===== config.mk =====
export PLATFORM = sky130hd
export DESIGN_NAME = if_stage
export DESIGN_NICKNAME = d
export VERILOG_FILES = /design/src/rtl/if_stage_pkg.sv /design/src/rtl/if_id_reg.sv /design/src/rtl/if_stage.sv
export SDC_FILE = /design/constraint.sdc
export NUM_CORES = 1
export LEC_CHECK = 0
export CELL_PAD_IN_SITES_DETAIL_PLACEMENT = 1
export CELL_PAD_IN_SITES_GLOBAL_PLACEMENT = 2
export CORE_AREA = 2 2 170 172
export CTS_BUF_LIST = sky130_fd_sc_hd__clkbuf_8
export CTS_CLUSTER_DIAMETER = 100
export CTS_CLUSTER_SIZE = 10
export DETAILED_ROUTE_END_ITERATION = 8
export DIE_AREA = 0 0 172 174
export HOLD_SLACK_MARGIN = 0.03
export PLACE_DENSITY = 0.78
export SLEW_MARGIN = 20
export SYNTH_ARGS = -nofsm -noshare
export SYNTH_HDL_FRONTEND = slang
export SYNTH_SLANG_ARGS = --single-unit

===== constraint.sdc =====
create_clock -name clk -period 1.9 [get_ports clk]
set_input_delay 0.38 -clock clk [delete_from_list [all_inputs] [get_ports clk]]
set_output_delay 0.38 -clock clk [all_outputs]
set_load 0.02 [all_outputs]

===== src/rtl/if_stage_pkg.sv =====
// ============================================================================
// Module     : if_stage_pkg
// Description: Shared constants and FSM state type for the MIPS
//              instruction-fetch stage.
// Revision   : 1.0 - initial release
// ============================================================================
`default_nettype none

package if_stage_pkg;

  // PC value loaded on reset unless the instance overrides it
  localparam logic [31:0] RESET_PC_DEFAULT = 32'h0000_0000;

  // All-zero word decodes as sll $0,$0,0, i.e. a nop bubble
  localparam logic [31:0] NOP_INST = 32'h0000_0000;

  // Byte distance between sequential instructions
  localparam logic [31:0] PC_STEP = 32'd4;

  // BOOT spends one cycle after reset without fetching, then RUN forever
  typedef enum logic [0:0] {
    BOOT = 1'b0,
    RUN  = 1'b1
  } state_t;

endpackage

`default_nettype wire


===== src/rtl/if_id_reg.sv =====
// ============================================================================
// Module     : if_id_reg
// Description: IF/ID pipeline register. Clear (bubble) wins over load;
//              with neither asserted the contents hold.
// Revision   : 1.0 - initial release
// ============================================================================
`default_nettype none

module if_id_reg
  import if_stage_pkg::*;
(
  input  logic        clk,
  input  logic        rst_n,
  input  logic        load,
  input  logic        clear,
  input  logic [31:0] inst_in,
  input  logic [31:0] pc_in,
  input  logic [31:0] pc4_in,
  output logic [31:0] inst,
  output logic [31:0] pc,
  output logic [31:0] pc4,
  output logic        valid
);

  // Bubble on clear, capture on load, otherwise hold
  always_ff @(posedge clk or negedge rst_n) begin
    if (!rst_n) begin
      inst  <= NOP_INST;
      pc    <= 32'h0;
      pc4   <= 32'h0;
      valid <= 1'b0;
    end else if (clear) begin
      inst  <= NOP_INST;
      pc    <= 32'h0;
      pc4   <= 32'h0;
      valid <= 1'b0;
    end else if (load) begin
      inst  <= inst_in;
      pc    <= pc_in;
      pc4   <= pc4_in;
      valid <= 1'b1;
    end
  end

endmodule

`default_nettype wire


===== src/rtl/if_stage.sv =====
// ============================================================================
// Module     : if_stage
// Description: MIPS instruction-fetch stage. Owns the PC, addresses the
//              combinational instruction memory and fills the IF/ID
//              register. Handles redirect > flush > stall > normal.
//              Optional macro IF_ALIGN_CHECK_EN enables the align_err pulse
//              for redirect targets whose low two bits are non-zero.
// Revision   : 1.0 - initial release
// ============================================================================
`default_nettype none

module if_stage
  import if_stage_pkg::*;
#(
  parameter logic [31:0] RESET_PC = RESET_PC_DEFAULT
) (
  input  logic        clk,
  input  logic        rst_n,
  output logic [31:0] imem_addr,
  input  logic [31:0] imem_inst,
  input  logic        stall,
  input  logic        flush,
  input  logic        redirect_valid,
  input  logic [31:0] redirect_pc,
  output logic [31:0] if_id_inst,
  output logic [31:0] if_id_pc,
  output logic [31:0] if_id_pc4,
  output logic        if_id_valid,
  output logic [31:0] fetch_cnt,
  output logic        align_err
);

  state_t      state;
  logic [31:0] pc;
  logic [31:0] pc_plus4;
  logic [31:0] pc_next;
  logic        ifid_load;
  logic        ifid_clear;

  // Wraps naturally at 32 bits
  assign pc_plus4  = pc + PC_STEP;
  assign imem_addr = pc;

  // Next-PC and IF/ID control; nothing moves while in BOOT
  always_comb begin
    pc_next    = pc;
    ifid_load  = 1'b0;
    ifid_clear = 1'b0;
    if (state == RUN) begin
      if (redirect_valid) begin
        // Stall is ignored on a redirect edge; low bits are always dropped
        pc_next    = {redirect_pc[31:2], 2'b00};
        ifid_clear = 1'b1;
      end else begin
        ifid_clear = flush;
        if (!stall) begin
          pc_next = pc_plus4;
        end
        ifid_load = !flush && !stall;
      end
    end
  end

  // FSM: BOOT lasts exactly one cycle
  always_ff @(posedge clk or negedge rst_n) begin
    if (!rst_n) begin
      state <= BOOT;
    end else begin
      state <= RUN;
    end
  end

  // Program counter
  always_ff @(posedge clk or negedge rst_n) begin
    if (!rst_n) begin
      pc <= {RESET_PC[31:2], 2'b00};
    end else begin
      pc <= pc_next;
    end
  end

  // Count every instruction actually captured into IF/ID
  always_ff @(posedge clk or negedge rst_n) begin
    if (!rst_n) begin
      fetch_cnt <= 32'h0;
    end else if (ifid_load) begin
      fetch_cnt <= fetch_cnt + 32'd1;
    end
  end

`ifdef IF_ALIGN_CHECK_EN
  // One-cycle pulse after a redirect edge whose target is misaligned
  always_ff @(posedge clk or negedge rst_n) begin
    if (!rst_n) begin
      align_err <= 1'b0;
    end else begin
      align_err <= (state == RUN) && redirect_valid && (redirect_pc[1:0] != 2'b00);
    end
  end
`else
  assign align_err = 1'b0;
`endif

  if_id_reg u_if_id_reg (
    .clk     (clk),
    .rst_n   (rst_n),
    .load    (ifid_load),
    .clear   (ifid_clear),
    .inst_in (imem_inst),
    .pc_in   (pc),
    .pc4_in  (pc_plus4),
    .inst    (if_id_inst),
    .pc      (if_id_pc),
    .pc4     (if_id_pc4),
    .valid   (if_id_valid)
  );

endmodule

`default_nettype wire


==> results.md, run 1 <==
* Final period demand of the worst path at 1849 ps
* Startpoint type of the worst setup path: flip-flop
* Total wire length at 26130 µm
* Nets at 1031
* Non-Filler Instances at 1357
* Initial antenna violation count at 0
* Synthesized flop and latch total at 157
* Htree depth at 4
* Main flop type after synthesis: dfrtp_1
* Worst endpoint required time at 2280 ps
* Synth-to-layout area growth at 51.66%
* Die area at 29930 µm²
* First-pass GRT wire length at 40790 µm
* Ys async rst share at 1.000
* Io pins at 231
* Starting density of the core at 0.2551
* Synth Cell Area at 7203 µm²
* Fmax at 0.5409 GHz
* DR DRC count at 0
* Root Buffer: clkbuf_8
* Mapped Cells at 677
* Worst Skew at 27.76 ps
* Iter 0 DRT Violations at 372
* Largest net degree at the start of global routing at 46
* Placer Congestion at 0.8120
* Post-route cell area at 10920 µm²
* Placed Cells incl. Taps at 1320
* Hold Crit Class: primary input to asynchronous set/reset pin
* IO Port Bufs at 225
* Pre-antenna DRT Iters at 4
* Maximum buffer depth of the clock tree at 2
* Mean area per synthesized cell at 10.64 µm²
* CTS Buf Count at 17
* Final Cycle Share at 0.9731
* Total of max-cap violations at 0
* Seq/Total Area, Yosys at 0.5454
* Crit Path Max Fanout at 6
* Commonest non-fill, non-tap cell in the layout: dfrtp_1
* Post-synth EDFFs at 0
* Yosys cell types at 59
* Pwr Density at 764.5 nW/µm²
* GRT Util Overall at 0.1774
* Synth warnings at 0
* Fraction of layout cells with a size suffix above 1 at 0.1809
* CTS tree: yes
* Data arrival, critical path at 2230 ps
* CTS Sinks at 157
* Worst-Skew Late Latency at 470 ps
* Unrepaired setup endpoints after global routing: yes
* WHS at 412.5 ps
* Dpl cell area at 10500 µm²
* Static leakage at 5.149 nW
* Num rows at 62
* Most frequent cells in the layout: dfrtp_1 (143), clkdlybuf4s50_1 (142), buf_4 (92)
* Fin. Hold Viols at 0
* GR Overflow Total at 0
* Core ar. at 28240 µm²
* Fin. max-slew vios at 0
* Die H at 174 µm
* Wirelength per Cell at 19.26 µm
* Status: completed
* Critical setup path kind: flip-flop to flip-flop
* Number of global-route vias before repair at 6850
* Final setup fails at 0
* HPWL Detailed at 19480 µm
* Clock Pin Slew Worst Setup and Hold Paths at 110 ps
* Final antenna-violating net count at 0
* Die Width at 172 µm
* VDD IR max at 0.3312 mV
* Crit end category: flip-flop
* Antenna Diode Count at 0
* Vias at 6511
* Vias/cell at 4.798
-- critical path, stage by stage, from the launching register on --
cell	delay, ps
dfrtp_2	430
and4_4	280
nand4_4	140
or4_4	540
o211a_1	230
nor3_2	140
-- flip-flops by register name, indices dropped and copies added (netlist names) --
name / cells
imem_addr: 30
u_if_id_reg.pc: 30
u_if_id_reg.pc4: 31
u_if_id_reg.valid: 1
fetch_cnt: 32
u_if_id_reg.inst: 32
state: 1
-- what timing repair did --
item	CTS	global route
setup buffers	1	3
hold endpoints to repair	37	0
pin swaps	1	6
hold buffers	1	0
gates resized for setup	65	33
endpoints found under the setup margin	68	32
-- stage by stage --
stage / utilization / setup WS, ps / total power [W] / TNS [ps]
3_5_place_dp: 0.3717 / -356.3 / 0.006114 / -27780
6_report: 0.3869 / 51.15 / 0.008352 / 0
2_1_floorplan: - / -17.17 / 0.004926 / -28.11
5_1_grt: 0.3869 / -44.63 / 0.008796 / -107.1
3_3_place_gp: 0.3717 / -305.9 / 0.006085 / -24590
4_1_cts: 0.3824 / 0.04496 / 0.008457 / 0
-- cell type report --
| type | instances | area (µm²) |
|---|---|---|
| Inverter | 7 | 26.28 |
| Clock inverter | 14 | 110.1 |
| Tap cell | 384 | 480.5 |
| Fill cell | 3193 | 17310 |
| Multi-Input combinational cell | 451 | 3029 |
| Sequential cell | 157 | 3946 |
| Clock buffer | 18 | 247.7 |
| Timing Repair Buffer | 326 | 3084 |
-- power breakdown --
| part | total, W | switching, W | internal [W] |
|---|---|---|---|
| Combinational | 0.00212 | 0.00117 | 0.000956 |
| Sequential | 0.00384 | 0.000251 | 0.00359 |
| Clock | 0.00239 | 0.00143 | 0.000962 |
| Total | 0.00835 | 0.00285 | 0.00551 |
-- kinds of logic (layout without fill, tap and decap cells) --
group           Yosys count  in the layout  synth area share
flops                   157            157            0.5454
xor+xnor                 57             57           0.06931
simple gates            214            214            0.1589
buf+inv                  71            365           0.04742
mux                       1              1          0.001390
fa+ha+maj                 2              2          0.003473
compound gates          173            173            0.1730
other cells               2              4          0.001043
-- cells in the mapped netlist, types with 3 or more instances --
library cell / instances / area share
o211ai_1: 3 / 0.0031
nand2_1: 81 / 0.042
nor3_1: 18 / 0.013
a22o_1: 61 / 0.074
o22ai_1: 30 / 0.026
and4_1: 12 / 0.015
o21ai_0: 31 / 0.022
xnor2_1: 37 / 0.045
a311oi_1: 5 / 0.0061
buf_4: 10 / 0.010
a21oi_1: 17 / 0.012
buf_2: 12 / 0.0083
inv_1: 6 / 0.0031
nor4_1: 10 / 0.0087
nor2_1: 23 / 0.012
clkbuf_1: 38 / 0.020
and3_1: 11 / 0.0096
nand3_1: 20 / 0.014
dfrtp_1: 157 / 0.55
xor2_1: 20 / 0.024
nand4_1: 18 / 0.016
buf_6: 3 / 0.0047
and2_1: 5 / 0.0043
a22oi_1: 3 / 0.0031
-- path summary, 6_finish.rpt --
| kind | cells past startpoint | slack (ps) | start | to |
|---|---|---|---|---|
| max | 5 | 50 | imem_addr[11] | imem_addr[26] |
| min | 2 | 410 | rst_n | fetch_cnt[30] |
| max reg2reg | 5 | 50 | imem_addr[11] | imem_addr[26] |
| min reg2reg | 1 | 480 | fetch_cnt[31] | fetch_cnt[31] |
| max in group asynchronous | 3 | 830 | rst_n | imem_addr[3] |
| min in group clk | 1 | 480 | fetch_cnt[31] | fetch_cnt[31] |
-- layer usage --
layer  vias to the layer above  track usage  share of wire
met4                         0      0.03256         0.0083
met3                        16      0.03620          0.052
met1                      3299       0.2473           0.46
met2                       178       0.2870           0.48
li1                       3018            -              -
met5                         -            0              0
Power figures use the tool's default switching activity.
==> run 2: changes to the inputs <==
==> constraint.sdc (replaced) <==
create_clock -name clk -period 1.9 [get_ports clk]
set_input_delay 0.475 -clock clk [delete_from_list [all_inputs] [get_ports clk]]
set_output_delay 0.475 -clock clk [all_outputs]
set_load 0.02 [all_outputs]
==> results.md, run 2 (synthesized netlist as in run 1, its figures left out) <==
* Crit end category: primary output
* IO Port Bufs at 225 (unchanged)
* Pre-antenna DRT Iters at 4 (unchanged)
* GR Overflow Total at 0 (unchanged)
* GRT Util Overall at 0.1780 (+0.0005501)
* Fillers at 3200 (+0.22%)
* Setup WS post-layout at 38.91 ps (-12.24 ps)
* Slew @ Worst Pin at 493.9 ps
* Pwr Density at 800.2 nW/µm² (+4.7%)
* Die Width at 172 µm (unchanged)
* Final setup fails at 0 (unchanged)
* Die H at 174 µm (unchanged)
* Startpoint type of the worst setup path: flip-flop
* Critical setup path kind: flip-flop to primary output
* Sw frac at 0.3270 (-0.01371)
* Pint at 0.005876 W (+6.7%)
* Rel. slew slack at 0.6682
* Io pins at 231 (unchanged)
* Placed Cells incl. Taps at 1329 (+0.68%)
* Fraction of layout cells with a size suffix above 1 at 0.1974 (+0.01647)
* Switching power at 0.002855 W (+0.33%)
* Static leakage at 5.318 nW (+3.3%)
* Maximum buffer depth of the clock tree at 2 (unchanged)
* Final period demand of the worst path at 1861 ps (+12.24 ps)
* Worst endpoint required time at 1420 ps (-860 ps)
* Non-Filler Instances at 1368 (+0.81%)
* Final antenna-violating net count at 0 (unchanged)
* CTS Buf Count at 17 (unchanged)
* Hold Crit Class: flip-flop to flip-flop
* Root Buffer: clkbuf_8
* Iter 0 DRT Violations at 346 (-7.0%)
* Final Util at 0.3864 (-0.0004870)
* Num rows at 62 (unchanged)
* Fin. max-slew vios at 0 (unchanged)
* Logic pwr share at 0.245 (-0.009)
* Starting density of the core at 0.2551 (unchanged)
* Nets at 1041 (+0.97%)
* DR DRC count at 0 (unchanged)
* First-pass GRT wire length at 41110 µm (+0.80%)
* Crit Path Max Fanout at 3 (-3)
* Total wire length at 26300 µm (+0.62%)
* Data arrival, critical path at 1390 ps (-840 ps)
* Fin. Hold Viols at 0 (unchanged)
* Wirelength per Cell at 19.22 µm (-0.19%)
* Fmax at 0.5373 GHz (-0.66%)
* Seq pwr share at 0.437 (-0.023)
* Synth-to-layout area growth at 51.47%
* Core ar. at 28240 µm² (unchanged)
* Pre-CTS setup slack at -398.5 ps (-42.14 ps)
* Vias/cell at 4.798 (about the same)
* Largest net degree at the start of global routing at 48 (+4.3%)
* Most frequent cells in the layout: dfrtp_1 (144), dlygate4sd2_1 (144), buf_4 (102)
* Total of max-cap violations at 0 (unchanged)
* Clock power frac at 0.319 (+0.033)
* Final Cycle Share at 0.9795 (+0.006443)
* CTS Sinks at 157 (unchanged)
* Worst Skew at 23.51 ps (-4.251 ps)
* VDD IR max at 0.3883 mV (+17%)
* Htree depth at 4 (unchanged)
* HPWL Detailed at 19730 µm (+1.3%)
* Worst-Skew Late Latency at 480 ps (about the same)
* Total power at 0.008731 W (+4.5%)
* Die area at 29930 µm² (unchanged)
* Number of global-route vias before repair at 7037 (+2.7%)
* CTS tree: yes
* Largest registers: fetch_cnt x32, u_if_id_reg.inst x32, u_if_id_reg.pc4 x31
* Status: completed
* Initial antenna violation count at 0 (unchanged)
* Placer Congestion at 0.8035 (-1.0%)
* Vias at 6564 (+0.81%)
* Clock Pin Slew Worst Setup and Hold Paths at 90 ps (-20 ps)
==> run 2: metal layers <==
layer  wire length [µm]  GRT usage  up-vias
met2              12520     0.2897      196
met5                  0          0        -
met3               1684    0.03802       28
met1              11590     0.2388     3293
li1                   -          -     3047
met4                502    0.04902        0
==> run 2: critical path: stages (launching register included) <==
cell           delay, ps
dfrtp_2              450
buf_4                150
dlygate4sd2_1        320
==> run 2: repair_timing <==
item / 4_1_cts / 5_1_grt
cloned: 0 / 0
pin swaps: 0 / 2
resized for setup: 171 / 28
hold endpoints to repair: 26 / 0
setup endpoints to repair: 160 / 25
buffers inserted: 3 / 2
hold buffers: 1 / 0
==> run 2: path summary, 6_finish.rpt <==
check | from | end | slack (ps) | depth (start not counted)
max | imem_addr[3] | imem_addr[3] | 40 | 2
min | u_if_id_reg.pc[31] | u_if_id_reg.pc[31] | 470 | 2
max reg2reg | imem_addr[6] | imem_addr[26] | 50 | 5
min reg2reg | u_if_id_reg.pc[31] | u_if_id_reg.pc[31] | 470 | 2
max in group asynchronous | rst_n | u_if_id_reg.inst[27] | 820 | 3
min in group asynchronous | rst_n | fetch_cnt[23] | 480 | 2
==> run 2: layout make-up <==
cell class / count / area [µm²] / area share
Tap cell: 384 / 480.5 / 0.04404
Inverter: 7 / 26.28 / 0.002408
Antenna cell: 1 / 2.502 / 0.0002294
Clock inverter: 14 / 181.4 / 0.01663
Multi-Input combinational cell: 451 / 3054 / 0.2799
Timing Repair Buffer: 336 / 2973 / 0.2725
Clock buffer: 18 / 247.7 / 0.02271
Sequential cell: 157 / 3945 / 0.3616
==> run 2: metrics by stage <==
stage	hold WS [ps]	cell area, µm²	TNS, ps
after floorplan	179.4	7258	-28.11
after global placement	397.9	10550	-36400
after detailed placement	399.4	10550	-37440
after CTS	463.3	10830	0
after global routing	480.4	10910	-21.77
final	474.9	10910	0
==> run 2: power by group through the flow <==
stage,combinational (W),sequential [W],clock [W]
finish,0.00214,0.00381,0.00278
floorplan,0.000780,0.00415,0
CTS,0.00214,0.00381,0.00286
detailed placement,0.00226,0.00389,0
global placement,0.00223,0.00389,0
global route,0.00232,0.00385,0.00301
